`src/rtl/spi_master_ctrl_if.sv`:
```
// Parallel request/response handshake plus the SPI pins of spi_master_ctrl.
// master: the controller; slave: whoever drives requests and models the SPI device.
interface spi_master_ctrl_if #(
  parameter int DATA_WIDTH = 16
);
  logic [DATA_WIDTH-1:0] tx_data;
  logic                  tx_valid;
  logic                  tx_ready;
  logic [DATA_WIDTH-1:0] rx_data;
  logic                  rx_valid;
  logic                  sclk;
  logic                  mosi;
  logic                  miso;
  logic                  ss;

  modport master (
    input  tx_data, tx_valid, miso,
    output tx_ready, rx_data, rx_valid, sclk, mosi, ss
  );

  modport slave (
    output tx_data, tx_valid, miso,
    input  tx_ready, rx_data, rx_valid, sclk, mosi, ss
  );
endinterface

```
`src/rtl/spi_master_ctrl.sv`:
```
// SPI master: one parallel word in, one full-duplex MSB-first transfer out, received word back.
// Any CPOL/CPHA mode; every output comes straight from a register.
//
// state | meaning
// IDLE  | ready for a word, ss high, sclk at CPOL
// SETUP | ss low, first bit settling before edge 1
// XFER  | sclk toggling, 2*DATA_WIDTH edges
// HOLD  | sclk back at CPOL, ss still low
// GAP   | ss high, rx_valid pulse, minimum deselect time
module spi_master_ctrl #(
  parameter int CLK_POLARITY = 0,
  parameter int CLK_PHASE    = 0,
  parameter int DATA_WIDTH   = 16,
  parameter int CLK_DIV      = 4
) (
  input  logic              clk,
  input  logic              rst_n,
  spi_master_ctrl_if.master bus
);

  localparam int DIVW = $clog2(CLK_DIV);
  localparam int EDGW = $clog2(2 * DATA_WIDTH + 1);
  localparam logic [DIVW-1:0] DIV_LAST  = DIVW'(CLK_DIV - 1);
  localparam logic [EDGW-1:0] EDGE_LAST = EDGW'(2 * DATA_WIDTH);
  localparam logic CPOL = 1'(CLK_POLARITY);

  typedef enum logic [2:0] {IDLE, SETUP, XFER, HOLD, GAP} state_t;

  state_t                state_q, state_d;
  logic [DIVW-1:0]       div_q, div_d;
  logic [EDGW-1:0]       edge_q, edge_d;
  logic                  sclk_q, sclk_d;
  logic                  ss_q, ss_d;
  logic                  mosi_q, mosi_d;
  logic [DATA_WIDTH-1:0] tx_sh_q, tx_sh_d;
  logic [DATA_WIDTH-1:0] rx_sh_q, rx_sh_d;
  logic [DATA_WIDTH-1:0] rx_data_q, rx_data_d;
  logic                  rx_valid_q, rx_valid_d;
  logic                  tx_ready_q, tx_ready_d;

  logic            tick;
  logic [EDGW-1:0] edge_k;
  logic            leading;
  logic            sample_now;
  logic            shift_now;

  assign tick    = (div_q == DIV_LAST);
  assign edge_k  = edge_q + EDGW'(1);
  assign leading = edge_k[0];
  assign sample_now = (CLK_PHASE == 0) ? leading : !leading;
  // CPHA=0 already drove the MSB in SETUP, so the final trailing edge has nothing left to shift
  assign shift_now  = (CLK_PHASE == 0) ? (!leading && (edge_k != EDGE_LAST)) : leading;

  always_ff @(posedge clk) begin
    if (!rst_n) begin
      state_q    <= IDLE;
      div_q      <= '0;
      edge_q     <= '0;
      sclk_q     <= CPOL;
      ss_q       <= 1'b1;
      mosi_q     <= 1'b0;
      tx_sh_q    <= '0;
      rx_sh_q    <= '0;
      rx_data_q  <= '0;
      rx_valid_q <= 1'b0;
      tx_ready_q <= 1'b0;
    end else begin
      state_q    <= state_d;
      div_q      <= div_d;
      edge_q     <= edge_d;
      sclk_q     <= sclk_d;
      ss_q       <= ss_d;
      mosi_q     <= mosi_d;
      tx_sh_q    <= tx_sh_d;
      rx_sh_q    <= rx_sh_d;
      rx_data_q  <= rx_data_d;
      rx_valid_q <= rx_valid_d;
      tx_ready_q <= tx_ready_d;
    end
  end

  always_comb begin
    state_d    = state_q;
    div_d      = div_q;
    edge_d     = edge_q;
    sclk_d     = sclk_q;
    ss_d       = ss_q;
    mosi_d     = mosi_q;
    tx_sh_d    = tx_sh_q;
    rx_sh_d    = rx_sh_q;
    rx_data_d  = rx_data_q;
    rx_valid_d = 1'b0;
    tx_ready_d = tx_ready_q;

    if (state_q != IDLE) begin
      div_d = tick ? '0 : div_q + DIVW'(1);
    end

    case (state_q)
      IDLE: begin
        tx_ready_d = 1'b1;
        ss_d       = 1'b1;
        sclk_d     = CPOL;
        mosi_d     = 1'b0;
        div_d      = '0;
        edge_d     = '0;
        if (bus.tx_valid && tx_ready_q) begin
          tx_ready_d = 1'b0;
          ss_d       = 1'b0;
          rx_sh_d    = '0;
          state_d    = SETUP;
          if (CLK_PHASE == 0) begin
            mosi_d  = bus.tx_data[DATA_WIDTH-1];
            tx_sh_d = {bus.tx_data[DATA_WIDTH-2:0], 1'b0};
          end else begin
            tx_sh_d = bus.tx_data;
          end
        end
      end
      SETUP, XFER: begin
        if (tick) begin
          edge_d = edge_k;
          sclk_d = ~sclk_q;
          if (sample_now) begin
            rx_sh_d = {rx_sh_q[DATA_WIDTH-2:0], bus.miso};
          end
          if (shift_now) begin
            mosi_d  = tx_sh_q[DATA_WIDTH-1];
            tx_sh_d = tx_sh_q << 1;
          end
          state_d = (edge_k == EDGE_LAST) ? HOLD : XFER;
        end
      end
      HOLD: begin
        if (tick) begin
          state_d    = GAP;
          ss_d       = 1'b1;
          mosi_d     = 1'b0;
          rx_data_d  = rx_sh_q;
          rx_valid_d = 1'b1;
        end
      end
      GAP: begin
        if (tick) begin
          state_d    = IDLE;
          tx_ready_d = 1'b1;
          edge_d     = '0;
        end
      end
      default: state_d = IDLE;
    endcase
  end

  assign bus.tx_ready = tx_ready_q;
  assign bus.rx_data  = rx_data_q;
  assign bus.rx_valid = rx_valid_q;
  assign bus.sclk     = sclk_q;
  assign bus.mosi     = mosi_q;
  assign bus.ss       = ss_q;

endmodule

```
`src/flat_wrapper.sv`:
```
// flat-port wrapper written by rule: the top's interface ports become plain ports
module spi_master_ctrl_flat 
#(
  parameter int CLK_POLARITY = 0,
  parameter int CLK_PHASE    = 0,
  parameter int DATA_WIDTH   = 16,
  parameter int CLK_DIV      = 4
)
  (clk, rst_n, bus_tx_data, bus_tx_valid, bus_miso, bus_tx_ready, bus_rx_data, bus_rx_valid, bus_sclk, bus_mosi, bus_ss);
  spi_master_ctrl_if #(.DATA_WIDTH(DATA_WIDTH)) bus_i ();
  input  logic clk;
  input  logic rst_n;
  input wire logic [$bits(bus_i.tx_data)-1:0] bus_tx_data;
  input wire logic [$bits(bus_i.tx_valid)-1:0] bus_tx_valid;
  input wire logic [$bits(bus_i.miso)-1:0] bus_miso;
  output wire logic [$bits(bus_i.tx_ready)-1:0] bus_tx_ready;
  output wire logic [$bits(bus_i.rx_data)-1:0] bus_rx_data;
  output wire logic [$bits(bus_i.rx_valid)-1:0] bus_rx_valid;
  output wire logic [$bits(bus_i.sclk)-1:0] bus_sclk;
  output wire logic [$bits(bus_i.mosi)-1:0] bus_mosi;
  output wire logic [$bits(bus_i.ss)-1:0] bus_ss;
  assign bus_i.tx_data = bus_tx_data;
  assign bus_i.tx_valid = bus_tx_valid;
  assign bus_i.miso = bus_miso;
  assign bus_tx_ready = bus_i.tx_ready;
  assign bus_rx_data = bus_i.rx_data;
  assign bus_rx_valid = bus_i.rx_valid;
  assign bus_sclk = bus_i.sclk;
  assign bus_mosi = bus_i.mosi;
  assign bus_ss = bus_i.ss;
  spi_master_ctrl #(.CLK_POLARITY(CLK_POLARITY), .CLK_PHASE(CLK_PHASE), .DATA_WIDTH(DATA_WIDTH), .CLK_DIV(CLK_DIV)) u_core (.clk(clk), .rst_n(rst_n), .bus(bus_i));
endmodule
```
`config.mk`:
```
export PLATFORM = sky130hd
export DESIGN_NAME = spi_master_ctrl_flat
export DESIGN_NICKNAME = d
export VERILOG_FILES = /design/src/rtl/spi_master_ctrl_if.sv /design/src/rtl/spi_master_ctrl.sv /design/src/flat_wrapper.sv
export SDC_FILE = /design/constraint.sdc
export NUM_CORES = 1
export LEC_CHECK = 0
export ABC_AREA = 0
export BUFFER_PORTS_ARGS = -buffer_cell sky130_fd_sc_hd__buf_2
export CAP_MARGIN = 20
export CORE_MARGIN = 5
export CORE_UTILIZATION = 45
export CTS_BUF_LIST = sky130_fd_sc_hd__clkbuf_4 sky130_fd_sc_hd__clkbuf_8
export DETAILED_ROUTE_END_ITERATION = 10
export PLACE_DENSITY = 0.71
export SYNTH_ARGS = -nofsm -noshare
export SYNTH_HDL_FRONTEND = slang
export SYNTH_SLANG_ARGS = --single-unit
```
`constraint.sdc`:
```
create_clock -name clk -period 1.8 [get_ports clk]
set_input_delay 0.36 -clock clk [delete_from_list [all_inputs] [get_ports clk]]
set_output_delay 0.36 -clock clk [all_outputs]
set_load 0.05 [all_outputs]
```
**Word-level counts from Yosys, hierarchy flattened**

Index checks and enable logic that the tools add are counted.

- $add $sub $neg: 2
- Multiply operators: 0
- Divide/modulo/power cells: 0
- $lt $le $gt $ge: 0
- Eq/ne operators: 13
- Shifts and indexed selects: 0
- Mux-type cells: 30
- Bitwise logic cells: 2
- Reductions and logical operators: 22

Operators with widths:

| kind | number |
|---|---|
| $mux W16 | 6 |
| $pmux W16 S2 | 2 |
| $pmux W6 S3 | 1 |
| $reduce_and A4 Y1 | 4 |
| $mux W3 | 4 |
| $mux W6 | 2 |
| $ne A2 B1 Y1 const B | 6 |
| $pmux W3 S4 | 1 |
| $reduce_and A2 Y1 | 5 |
| $mux W1 | 9 |
| $reduce_bool A3 Y1 | 3 |
| $add A6 B1 Y6 const B | 1 |
| $eq A3 B2 Y1 const B | 2 |
| $eq A6 B6 Y1 const B | 1 |
| $ne A6 B6 Y1 const B | 1 |
| $pmux W1 S2 | 3 |
| $reduce_bool A2 Y1 | 3 |
| $reduce_or A2 Y1 | 2 |
| $eq A3 B1 Y1 const B | 1 |
| $eq A3 B3 Y1 const B | 1 |
| $logic_not A3 Y1 | 1 |
| $pmux W1 S3 | 1 |
| $reduce_and A3 Y1 | 1 |
| $add A2 B1 Y2 const B | 1 |
| other kinds (5) | 7 |

- Bits in registers: 64
- Bits in latches: 0
- Bits in writable memories: 0
- Bits in read-only memories: 0
- Input port bits: 20
- Output and inout port bits: 21
- Logic and storage cells: 80
- Memories kept: 0

**Longest topological paths before layout**

- Word-level depth: 6
- Depth in mapped cells: 9
- Mapped depth without buffers: 6

**Worst setup path after synthesis**

OpenSTA, ideal clock, no wires.

- Kind: register to register
- Start: register u_core.edge_q[1]
- End: register u_core.tx_sh_q[10]
- Library setup time: 0.116 ns
- Data arrival time: 1.875 ns
- Data required time: 1.684 ns
- Setup slack: -0.192 ns
- Stages on the path, launching flop included: 9
- Period minus slack after synthesis: 1.992 ns
- Cells stage by stage: dfxtp_1 -> ha_1 -> nand2_1 -> or4_4 -> a21o_1 -> and2_4 -> buf_6 -> buf_6 -> o211a_1

- Word-level cells in the longest chain between the ends: 5

RTL lines:

| item | line | RTL |
|---|---|---|
| start, declared | spi_master_ctrl.sv:31 | `logic [EDGW-1:0] edge_q, edge_d;` |
| start signal, assigned | spi_master_ctrl.sv:70 | `edge_q <= edge_d;` |
| $add A6 B1 Y6 | spi_master_ctrl.sv:48 | `assign edge_k = edge_q + EDGW'(1);` |
| $ne A6 B6 Y1 | spi_master_ctrl.sv:52 | `assign shift_now = (CLK_PHASE == 0) ? (!leading && (edge_k != EDGE_LAST)) : leading;` |
| $logic_and A1 B1 Y1 | spi_master_ctrl.sv:52 |  |
| $ne A2 B1 Y1 (no line) | -- |  |
| $reduce_and A4 Y1 (no line) | -- |  |
| end signal, assigned | spi_master_ctrl.sv:74 | `tx_sh_q <= tx_sh_d;` |
| end, declared | spi_master_ctrl.sv:35 | `logic [DATA_WIDTH-1:0] tx_sh_q, tx_sh_d;` |

No other way between the ends.
A chain may end at the register's enable or synchronous reset.

**Worst setup path in the final report**

- Start: register u_core.edge_q[1]
- End: register u_core.tx_sh_q[4]

The elaborated chain is that of the path after synthesis.

==> impl_metrics.ini <==
[place]
pre_cts_slack_ps = 36.2
post-dp-hpwl_um = 4270
io_buffers = 40
finalWeightedCongestion = 0.785
place_area_mm2 = 0.00315

[drt]
post_drt_wl_per_cell_um = 13.5
drcViolationCount = 0
antenna_left = 0
num_vias = 2420
routed_wl_um = 6140
dr.pass1.iters = 6
vias_per_cell = 5.33
first_iter_violations = 167

[synthesis]
synthCells = 324
synthFlopType = dfxtp_1
ys_ff_latch = 63
yosys_warnings = 0
synth.avg_cell_area_um2 = 8.50
syn-num-nets = 346
async_flop_share = 0
synth_cell_type_count = 45
seq_area_frac_synth = 0.458
synthesis.area_mm2 = 0.00275
synth_edf_count = 0

[clock_tree]
clk_latency_ps = 350
clock-sinks = 63
ctsHoldBuffers = 0
post_cts_buffers = 0
numCtsBuffers = 9
clk_pin_slew_ps = 80
cts_root_buf = clkbuf_8
cts_tree = yes
cts_buffer_depth = 2
cts-htree-levels = 3

[worst_setup_path]
crit_chain = ha_4, nand2_1, or4_4, a21o_1, and2_4, o211a_1
max_stage_delay_ps = 410
cp_top_family = simple AND/OR/NAND/NOR gates
cp_max_fo = 15
crit_required_ps = 2040
worstPathArrival_ps = 1980
worstSetupStartpointType = flop
crit_path_end_kind = flop
critical_path_buf_inv_count = 0
critPathKind = flop to flop
cp_slowest_cell = or4_4

[timing]
whs_ps = 276
finClkSkew_ps = 11.6
fmax_mhz = 574
hold_viol_final = 0
drv_slew = 0
setup_viol = 0
relSlewSlack = 0.620
setup_slack_ps = 58.5
period_share = 0.968
rsz0062_at_grt = no
worst_pin_slew_ps = 565
fin_crit_ps = 1740

[pwr]
leakagePower_nw = 1.49
p_int_mw = 2.13
seqPwrFrac = 0.504
swShare = 0.263
clkPwrFrac = 0.406
comb_power_share = 0.090
p_switching_mw = 0.757
power_density_mw_per_mm2 = 863
peakVddDrop_mv = 0.505

[global_route]
grt_pass1_vias = 2339
grt_pass1_wl_um = 10500
grt_max_degree = 34
grt_overflow = 0
grtUsageTotal = 0.175
antenna_found_initial = 0

[cells_and_area]
fin_util = 0.565
areaGrowthSynthToFinish_pct = 21.4
design_area_mm2 = 0.00334
drive_gt1_frac = 0.253
fin_nets = 396
final_common_cell = nand2_1
layout_common_cells = 62 x nand2_1, 58 x dfxtp_1, 40 x buf_2
antenna_cells = 0

[status]
status = finished clean

[flow_run]
cap_violations = 0

[floorplan]
core-area_mm2 = 0.00592
die_w_um = 88.2
io_pins = 41
rows = 28
initial_utilization = 0.465
dieHeight_um = 88.2
fp.dieArea_mm2 = 0.00778

[hold_path]
hold_class = input pin to flop
registers in the layout (all words and copies together), names as in the netlist:
| register | count |
|---|---|
| u_core.bus.ss | 1 |
| u_core.bus.rx_data | 16 |
| u_core.bus.rx_valid | 1 |
| u_core.tx_sh_q | 15 |
| u_core.rx_sh_q | 16 |
| u_core.bus.tx_ready | 1 |
| u_core.bus.mosi | 1 |
| u_core.div_q | 2 |
| u_core.edge_q | 6 |
| u_core.bus.sclk | 1 |
| u_core.state_q | 3 |
power by group through the flow:
stage	registers (mW)	logic, mW	clock network, mW
after floorplan	1.49	0.170	0
after global placement	1.48	0.255	0
after detailed placement	1.49	0.261	0
after CTS	1.45	0.263	1.20
after global routing	1.46	0.288	1.27
final	1.45	0.261	1.17
path summary, 6_finish.rpt:
kind	startpoint	end	slack (ps)	depth (start not counted)
setup reg to reg	u_core.edge_q[1]	u_core.tx_sh_q[4]	60	6
hold reg to reg	u_core.div_q[0]	u_core.div_q[0]	430	1
hold / removal	bus_miso	u_core.rx_sh_q[0]	280	3
setup / recovery	u_core.edge_q[1]	u_core.tx_sh_q[4]	60	6
synth_stat cells (2+ instances only):
library cell,number,share of area
nand3b_1,3,0.0082
and2_1,4,0.0091
buf_6,2,0.0082
mux2i_1,17,0.062
buf_2,6,0.011
ha_1,2,0.0091
dfxtp_1,63,0.46
o21ai_0,4,0.0073
o21a_1,3,0.0082
nand2_1,63,0.086
nor2_1,6,0.0082
nand3_1,35,0.064
and3_1,3,0.0068
o22ai_1,2,0.0045
a211oi_2,2,0.0091
a21boi_1,2,0.0055
nor3b_1,2,0.0055
inv_1,5,0.0068
a21oi_1,23,0.042
nor3_1,5,0.0091
o21ai_1,21,0.038
o211a_1,13,0.047
clkbuf_1,16,0.022
what timing repair did:
action / in CTS / in global routing
resized for setup: 0 / 3
setup endpoints to repair: 0 / 14
hold endpoints to repair: 0 / 0
final cells by class:
class | instances | area, um^2
clock buffer | 11 | 151
multi-input combinational | 230 | 1370
sequential | 63 | 1270
tap | 75 | 93.8
inverter | 6 | 22.5
clock inverter | 5 | 40.0
fill | 557 | 2580
timing repair buffer | 64 | 393
per-stage QoR:
stage | power (mW) | TNS (ps) | std cells
after CTS | 2.92 | 0 | 454
after floorplan | 1.66 | -907 | 324
after detailed placement | 1.75 | 0 | 438
final | 2.88 | 0 | 454
after global routing | 3.02 | 0 | 454
after global placement | 1.74 | 0 | 438
metal layers:
metal,wire (um),track usage,vias to the layer above
li1,-,-,1236
met1,2870,0.213,1118
met2,2840,0.284,53
met3,307,0.0438,13
met4,131,0.0948,0
met5,0,0,-
logic make-up after synthesis:
family / after synthesis / synth area share
multiplexers: 17 / 0.0618
AO/OA/AOI/OAI: 77 / 0.184
buffers and inverters: 31 / 0.0504
AND/OR/NAND/NOR: 131 / 0.224
XOR/XNOR: 2 / 0.00909
flip-flops: 63 / 0.458
adder cells (fa/ha/maj): 3 / 0.0127
tightest hold or removal path, cell delays in order:
cell and delay, ps:
buf_2 100, nand2_1 70, o21ai_1 60
(Power assumes the default switching activity.)
